**src/rtl/regfile_writeback.sv**
```systemverilog
// ============================================================================
//  Module   : regfile_writeback
//  Purpose  : ALU/LSU result writeback queue driving the register file write
//             port, with a per-register pending scoreboard for issue blocking.
//  Revision : 1.0  initial release
// ============================================================================
`default_nettype none

module regfile_writeback #(
  parameter int XLEN       = 64,
  parameter int FIFO_DEPTH = 4
) (
  input  logic            clk,
  input  logic            rst,
  input  logic            alu_valid,
  output logic            alu_ready,
  input  logic [4:0]      alu_rd,
  input  logic [XLEN-1:0] alu_data,
  input  logic            lsu_valid,
  output logic            lsu_ready,
  input  logic [4:0]      lsu_rd,
  input  logic [XLEN-1:0] lsu_data,
  input  logic            issue_valid,
  input  logic [4:0]      issue_rd,
  output logic            issue_ready,
  output logic [31:0]     pending,
  output logic [4:0]      rf_rd,
  output logic [XLEN-1:0] rf_write_data,
  output logic            rf_write_enable
);

  localparam int c_PTR_W = $clog2(FIFO_DEPTH);
  localparam int c_CNT_W = c_PTR_W + 1;
  localparam logic [c_CNT_W-1:0] c_DEPTH = c_CNT_W'(FIFO_DEPTH);

  logic [c_CNT_W-1:0] r_count;
  logic [c_PTR_W-1:0] r_wr_ptr;
  logic [c_PTR_W-1:0] r_rd_ptr;
  logic [4:0]         r_rd_mem   [FIFO_DEPTH];
  logic [XLEN-1:0]    r_data_mem [FIFO_DEPTH];
  logic [31:0]        r_pending;

  logic [c_CNT_W-1:0] w_free;
  logic               w_lsu_push;
  logic               w_alu_push;
  logic               w_pop;
  logic [c_PTR_W-1:0] w_alu_ptr;
  logic [4:0]         w_head_rd;
  logic [31:0]        w_set_mask;
  logic [31:0]        w_clr_mask;

  // No credit is given for the same-cycle pop, so ready never depends on it.
  assign w_free    = c_DEPTH - r_count;
  assign lsu_ready = (w_free != '0);
  assign alu_ready = (w_free >= (c_CNT_W'(1) + c_CNT_W'(lsu_valid)));

  // Writes to x0 complete the handshake but are never queued.
  assign w_lsu_push = lsu_valid && lsu_ready && (lsu_rd != 5'd0);
  assign w_alu_push = alu_valid && alu_ready && (alu_rd != 5'd0);
  assign w_pop      = (r_count != '0);
  assign w_alu_ptr  = r_wr_ptr + c_PTR_W'(w_lsu_push);
  assign w_head_rd  = r_rd_mem[r_rd_ptr];

  assign rf_write_enable = w_pop;
  assign rf_rd           = w_pop ? w_head_rd : 5'd0;
  assign rf_write_data   = w_pop ? r_data_mem[r_rd_ptr] : '0;

  always_ff @(posedge clk) begin
    if (w_lsu_push) begin
      r_rd_mem[r_wr_ptr]   <= lsu_rd;
      r_data_mem[r_wr_ptr] <= lsu_data;
    end
    if (w_alu_push) begin
      r_rd_mem[w_alu_ptr]   <= alu_rd;
      r_data_mem[w_alu_ptr] <= alu_data;
    end
  end

  always_ff @(posedge clk or negedge rst) begin
    if (!rst) begin
      r_count  <= '0;
      r_wr_ptr <= '0;
      r_rd_ptr <= '0;
    end else begin
      r_count  <= r_count + c_CNT_W'(w_lsu_push) + c_CNT_W'(w_alu_push)
                  - c_CNT_W'(w_pop);
      r_wr_ptr <= r_wr_ptr + c_PTR_W'(w_lsu_push) + c_PTR_W'(w_alu_push);
      r_rd_ptr <= r_rd_ptr + c_PTR_W'(w_pop);
    end
  end

  // Scoreboard: x0 is never pending, so issue to x0 is always allowed.
  assign issue_ready = !r_pending[issue_rd];
  assign w_set_mask  = (issue_valid && issue_ready && (issue_rd != 5'd0))
                       ? (32'd1 << issue_rd) : 32'd0;
  assign w_clr_mask  = w_pop ? (32'd1 << w_head_rd) : 32'd0;
  assign pending     = r_pending;

  always_ff @(posedge clk or negedge rst) begin
    if (!rst) begin
      r_pending <= '0;
    end else begin
      r_pending <= ((r_pending & ~w_clr_mask) | w_set_mask) & ~32'd1;
    end
  end

endmodule

`default_nettype wire

```
**config.mk**
```make
export PLATFORM = sky130hd
export DESIGN_NAME = regfile_writeback
export DESIGN_NICKNAME = d
export VERILOG_FILES = /design/src/rtl/regfile_writeback.sv
export SDC_FILE = /design/constraint.sdc
export NUM_CORES = 1
export LEC_CHECK = 0
export CAP_MARGIN = 10
export CORE_AREA = 2 2 211 213
export DETAILED_ROUTE_END_ITERATION = 6
export DIE_AREA = 0 0 213 215
export GPL_TIMING_DRIVEN = 1
export PLACE_DENSITY_LB_ADDON = 0.05
export SLEW_MARGIN = 0
export SYNTH_ARGS = -nofsm -noshare
export SYNTH_HDL_FRONTEND = slang
export SYNTH_SLANG_ARGS = --single-unit
export TNS_END_PERCENT = 5
```
**constraint.sdc**
```tcl
create_clock -name clk -period 6 [get_ports clk]
set_clock_uncertainty 0.1 [all_clocks]
set_input_delay 1.2 -clock clk [delete_from_list [all_inputs] [get_ports clk]]
set_output_delay 1.2 -clock clk [all_outputs]
set_load 0.01 [all_outputs]
```
==> results by group, run 1 <==
Setup path
  – Max stage delay cell, worst path: clkdlybuf4s50_1
  – Critical path type: in2out
  – Crit-path max cell delay: between 0.8 and 0.9 ns
  – Cells on worst reg2reg path: 9
  – Startpoint types: primary input
  – Reg2reg end: r_data_mem[2][20]
  – Critical Path Fanout Max: 13
  – Crit path DAT: 3.63 ns
  – WP buf/inv: 2
  – R2R setup slack: 2.50 ns
  – Critical path required time: 4.70 ns
  – Family with the most delay on the worst path: buffers and inverters
  – CP endpoint kind: output pin
  – FF-to-FF Start: r_count[1]
  – Worst-path cell chain: clkdlybuf4s50_1 > mux4_2 > mux2i_1 > nor3_1 > nor3_1 > clkdlybuf4s50_1

CTS
  – CTS tree: done
  – Clock sink count: 314
  – Post-CTS Setup Bufs: 0
  – H-tree lvl count: 2
  – Clock Path Buffers: 3
  – Clk_lat worst skew: 0.53 ns
  – Hold Buf Count CTS: 0
  – Inserted Clock Buffers: 38
  – Clock root cell: clkbuf_16
  – Reg clk slew, reported paths: 0.05 ns
  – Post_cts resized: 0

Floorplanning
  – Initial Util: slightly below 40%
  – Die area: approximately 0.046 mm2
  – Die Ht: 215 um
  – # rows: 77
  – Core footprint: 0.0436 mm2
  – Die Wd: 213 um
  – Ports: 253

Placed design
  – Gpl congestion: 0.792
  – IO buf count: 251
  – Hpwl dp: 26100 um

STA
  – Fmax: 203 MHz
  – Finish-stage setup viols: 0
  – Fin. Hold Viols: 0
  – RSZ-0062 raised after global routing: false
  – Period utilisation layout: 82.1%
  – Max-Slew Margin vs Limit: 30.1%
  – Slew Viols, Final: 0
  – Final setup TNS: 0 ns
  – Slew of the pin with the lowest slew margin: 1.05 ns
  – Min Tclk post-route: between 4 and 5 ns

Global route
  – First-pass GRT wire length: about 63000 um
  – GRT Util Overall: 18.6%
  – Vias in the first global route: 10150
  – Pin count of the biggest net entering global routing: 70
  – Grt ovf: 0
  – Antenna violations before repair: 5

Logic synthesis
  – Synth cell count leaders: 276 x edfxtp_1, 276 x mux2_4, 71 x mux4_2
  – Main flop type after synthesis: edfxtp_1
  – Synth top area share: around 48%
  – Library cells used by synthesis: 51
  – EDFF count, synth: between 200 and 300
  – Synth area leader: edfxtp_1
  – Ys Warns: 0
  – Ys async rst share: 12.1%
  – Yosys reg bits: 314
  – Mapped cell area: 0.0173 mm2
  – Sequential area share after synthesis: 53.5%
  – Syn avg cell area: 17.7 um2
  – Cells after Synth: 975
  – Synth top area cells: edfxtp_1 48%, mux2_4 24%, mux4_2 9.3%
  – Syn nets: ~1100

Worst hold path
  – Hold Path Class: reg2reg
  – Hold depth: 2
  – Worst Hold End: pending[22]
  – Start point of the worst hold path: pending[22]

Power
  – Leak: between 7 and 8 nW
  – Max VDD drop: about 0.37 mV
  – Pwr Density: 588 mW/mm2

Routing
  – Antenna-violating nets left: 0
  – TritonRoute pass-1 iters: 5
  – DRC Markers: 0
  – Total routed wirelength: 42600 um
  – Vias: about 9600
  – Iteration-0 DRC Markers: 501
  – Wirelength per Cell: 23.1 um
  – Via density: 5.20

Final layout
  – Layout cells sized above 1: 36.0%
  – Post-Route Utilization: 49.6%
  – Total area of sequential cells: 0.00925 mm2
  – Final #Nets: 1383
  – Area of the multi-input gates: 0.00753 mm2
  – FILL cells: between 3000 and 4000
  – Synthesis-to-finish area growth: 25.3%

Job
  – Max Cap Viol: 0

Run status
  – Status: complete, no violations
-- power by group --
| group | switching [mW] | internal [mW] | total, mW |
|---|---|---|---|
| sequential | 0.465 | 3.67 | 4.14 |
| combinational | 2.93 | 3.27 | 6.20 |
| clock | 0.903 | 1.49 | 2.39 |
-- cell type report --
cell class | count | share of cell area [%]
Sequential cell | 314 | 42.7
Multi-Input combinational cell | 578 | 34.8
Timing Repair Buffer | 273 | 12.7
Clock buffer | 41 | 4.54
Tap cell | 592 | 3.42
Clock inverter | 27 | 1.47
Inverter | 19 | 0.329
Antenna cell | 2 | 0.0231
-- metal layers --
metal  vias to the layer above  track usage, %  wire length [um]
met5                         -               0                61
met4                         8            5.22               785
met3                        53            4.24              2180
met2                       205            32.0             21400
met1                      4939            23.4             18200
li1                       4388               -                 -
-- worst register-to-register path, cell delays in order (launching register included) --
cell      delay (ns)
dfrtp_1         0.37
inv_1           0.09
ha_1            0.21
ha_1            0.23
a211oi_1        0.25
buf_4           0.21
ha_1            0.34
nor4_4          0.42
buf_4           0.64
mux2_4          0.41
-- how the worst max path moves through the flow --
stage / start / cells after the start / end
6_report: issue_rd[0] / 6 / issue_ready
5_1_grt: issue_rd[0] / 6 / issue_ready
4_1_cts: issue_rd[0] / 6 / issue_ready
3_5_place_dp: issue_rd[0] / 6 / issue_ready
3_3_place_gp: issue_rd[0] / 6 / issue_ready
2_1_floorplan: lsu_rd[4] / 4 / r_data_mem[0][0]
-- cells in the final DEF, fill, tap and decap left out, types with 3 or more instances in the layout --
| cell | count |
|---|---|
| ha_1 | 9 |
| nor4_1 | 3 |
| mux2i_1 | 15 |
| mux4_2 | 71 |
| clkinv_2 | 6 |
| nand2b_1 | 7 |
| clkdlybuf4s50_1 | 250 |
| dfrtp_1 | 36 |
| mux2_2 | 5 |
| o31ai_1 | 8 |
| nand2_1 | 7 |
| edfxtp_1 | 276 |
| clkinv_1 | 8 |
| o21ai_1 | 29 |
| inv_1 | 18 |
| o41ai_1 | 23 |
| clkinvlp_4 | 3 |
| buf_12 | 7 |
| xnor2_1 | 3 |
| buf_4 | 15 |
| nor3_1 | 3 |
| nand3_1 | 4 |
| bufinv_16 | 7 |
| nor2b_1 | 4 |
| clkbuf_16 | 39 |
| mux2_4 | 276 |
| nor2_1 | 9 |
| and2_1 | 66 |
-- flip-flops by register name, summed over array words and instances, names as in the netlist --
name        flops
r_count         3
pending        31
r_rd_mem       20
r_rd_ptr        2
r_wr_ptr        2
r_data_mem    256
-- stage by stage --
step           total power [mW]  instances  hold WS [ns]  cell area [um2]  setup WS (ns)
3_3_place_gp               10.5       1776         0.449            20400           1.10
2_1_floorplan              8.04        975         0.431            17300          0.366
6_report                   12.7       1846         0.442            21700           1.07
3_5_place_dp               10.5       1776         0.433            20400           1.09
4_1_cts                    13.0       1844         0.446            21700           1.09
5_1_grt                    13.4       1844         0.476            21700          0.929
-- cells by family (layout without fill, tap and decap cells) --
group           count (synthesis)  count (layout)  share of synthesized area [%]
simple gates                  113             113                           4.24
fa+ha+maj                      11              11                          0.883
buf+inv                        83             360                           3.19
compound gates                 79              79                           3.37
xor+xnor                        6               6                          0.348
other cells                     1               3                         0.0217
flops                         314             314                           53.5
mux                           368             368                           34.5
Note: power is estimated with default switching activity, not from simulation.
==> inputs of run 2 (changes only) <==
clock period = 4.3 ns   (was 6 ns; I/O delays follow)
==> results by group, run 2 (same netlist as run 1, synthesis figures left out) <==
STA
  – Final setup TNS: 0 ns (unchanged)
  – Slew of the pin with the lowest slew margin: 0.961 ns (was 1.05 ns)
  – Finish-stage setup viols: 0 (unchanged)
  – Max-Slew Margin vs Limit: 35.1% (was 30.1%)
  – Fin worst setup slack: 0.271 ns (was 1.07 ns)
  – RSZ-0062 raised after global routing: false (unchanged)
  – Fin. Hold Viols: 0 (unchanged)
  – Min Tclk post-route: 4.03 ns
  – Fmax: 248 MHz
  – Slew Viols, Final: 0 (unchanged)
  – Fin Hold WS: 0.375 ns (was 0.442 ns)
  – Period utilisation layout: 93.7%

Placed design
  – Post-Place Setup Slack: 0.279 ns (was 1.09 ns)
  – Hpwl dp: 27900 um (was 26100 um)
  – Placed inst area: 0.0207 mm2 (was 0.0204 mm2)
  – IO buf count: 251 (unchanged)
  – Dpl cells: 1801 (was 1776)
  – Gpl congestion: 0.782 (was 0.792)

Global route
  – Antenna violations before repair: 8 (was 5)
  – Pin count of the biggest net entering global routing: 39 (was 70)
  – Grt ovf: 0 (unchanged)
  – GRT Util Overall: 19.2% (was 18.6%)
  – Vias in the first global route: 10270 (was 10150)
  – First-pass GRT wire length: 64600 um (was 63100 um)

CTS
  – Clock root cell: clkbuf_16 (unchanged)
  – Reg clk slew, reported paths: 0.06 ns (was 0.05 ns)
  – Post_cts resized: 0 (unchanged)
  – Hold Buf Count CTS: 0 (unchanged)
  – CTS tree: done (unchanged)
  – Clock sink count: 314 (unchanged)
  – Clk_lat worst skew: 0.54 ns (was 0.53 ns)
  – H-tree lvl count: 2 (unchanged)
  – Clock Path Buffers: 3 (unchanged)
  – Post-CTS Setup Bufs: 0 (unchanged)
  – Inserted Clock Buffers: 38 (unchanged)

Routing
  – TritonRoute pass-1 iters: 5 (unchanged)
  – Met2 wire length: 21600 um (was 21400 um)
  – Antenna-violating nets left: 0 (unchanged)
  – Iteration-0 DRC Markers: 547 (was 501)
  – DR WL met3: 2840 um (was 2180 um)
  – Wirelength per Cell: 23.4 um (was 23.1 um)
  – Via density: 5.22 (was 5.20)
  – Top Metal Used: met5 (unchanged)
  – Vias: 9761 (was 9593)
  – DRC Markers: 0 (unchanged)
  – Met1 wire length: 18700 um (was 18200 um)
  – Total routed wirelength: 43700 um (was 42600 um)

Setup path
  – Cells on worst reg2reg path: 10 (was 9)
  – FF-to-FF Start: r_count[1] (unchanged)
  – Critical path type: reg2out (was in2out)
  – Reg2reg end: r_data_mem[1][21] (was r_data_mem[2][20])
  – Crit path DAT: 3.07 ns (was 3.63 ns)
  – Critical path required time: 3.34 ns (was 4.70 ns)
  – Startpoint types: register (was primary input)
  – CP endpoint kind: output pin (unchanged)
  – R2R setup slack: 1.08 ns (was 2.50 ns)
  – Critical Path Fanout Max: 22 (was 13)

Power
  – Final Power: 17.7 mW (was 12.7 mW)
  – Leak: 7.94 nW (was 7.84 nW)
  – Max VDD drop: 0.455 mV (was 0.374 mV)
  – Pwr Density: 812 mW/mm2 (was 588 mW/mm2)

Final layout
  – Fin cells: 1870 (was 1846)
  – Final #Nets: 1408 (was 1383)
  – FILL cells: 3743 (was 3698)
  – Post-Route Utilization: 50.1% (was 49.6%)
  – Synthesis-to-finish area growth: 26.4% (was 25.3%)
  – Final Instance Area: 0.0218 mm2 (was 0.0217 mm2)
  – Number of flip-flops in the largest register: 256 (unchanged)
  – Layout cells sized above 1: 36.7% (was 36.0%)
  – Register bank with the most flops: r_data_mem (unchanged)
  – Most frequent cells in the layout: 276 x mux2_4, 276 x edfxtp_1, 250 x clkdlybuf4s50_1 (unchanged)

Floorplanning
  – Core footprint: 0.0436 mm2 (unchanged)
  – Initial Util: 39.6% (unchanged)
  – Die Ht: 215 um (unchanged)
  – Die Wd: 213 um (unchanged)
  – # rows: 77 (unchanged)
  – Ports: 253 (unchanged)
  – Die area: 0.0458 mm2 (unchanged)

Worst hold path
  – Hold Path Class: in2async (was reg2reg)

Run status
  – Status: complete, no violations (unchanged)

Job
  – Max Cap Viol: 0 (unchanged)
run 2: cell count changes in the layout (fill, tap and decap cells not counted), moves of 3 or more:
cell,before,now
clkbuf_1,2,8
bufinv_16,7,1
buf_12,7,21
clkinvlp_4,3,0
buf_4,15,26
run 2: cell type report:
cell class / count / area (um2) / area share [%]
repair buffers: 298 / 3120 / 14.3
inverters: 19 / 71.3 / 0.326
clock inverters: 20 / 136 / 0.624
well taps: 592 / 741 / 3.39
flip-flops and latches: 314 / 9250 / 42.3
clock buffers: 47 / 995 / 4.55
diodes: 2 / 5.00 / 0.0229
multi-input cells: 578 / 7530 / 34.5
run 2: metal layers:
layer	track usage [%]	vias to the layer above
met3	5.10	47
met1	25.2	5010
li1	-	4428
met2	31.8	266
met4	4.27	10
met5	0	-
run 2: power by group:
part	switching, mW	internal, mW	leakage (nW)	total, mW
clock	1.26	1.71	0.557	2.96
sequential	0.608	5.11	3.02	5.72
combinational	4.21	4.84	4.36	9.05
run 2: worst max path at each step:
stage / start / to / slack [ns] / cells after the start
3_3_place_gp: issue_rd[1] / issue_ready / 0.27 / 7
3_5_place_dp: lsu_rd[4] / r_data_mem[1][19] / 0.28 / 9
2_1_floorplan: lsu_rd[4] / r_data_mem[0][0] / -0.99 / 4
6_report: r_count[1] / rf_write_data[3] / 0.27 / 7
5_1_grt: r_count[1] / rf_write_data[3] / 0.07 / 7
4_1_cts: r_count[1] / rf_write_data[3] / 0.14 / 7
run 2: worst max-delay path, cell delays in order (launching register included):
cell	delay (ns)
dfrtp_1	0.36
inv_1	0.09
ha_1	0.21
ha_1	0.28
inv_2	0.41
buf_4	0.34
and2_1	0.26
clkdlybuf4s50_1	0.57
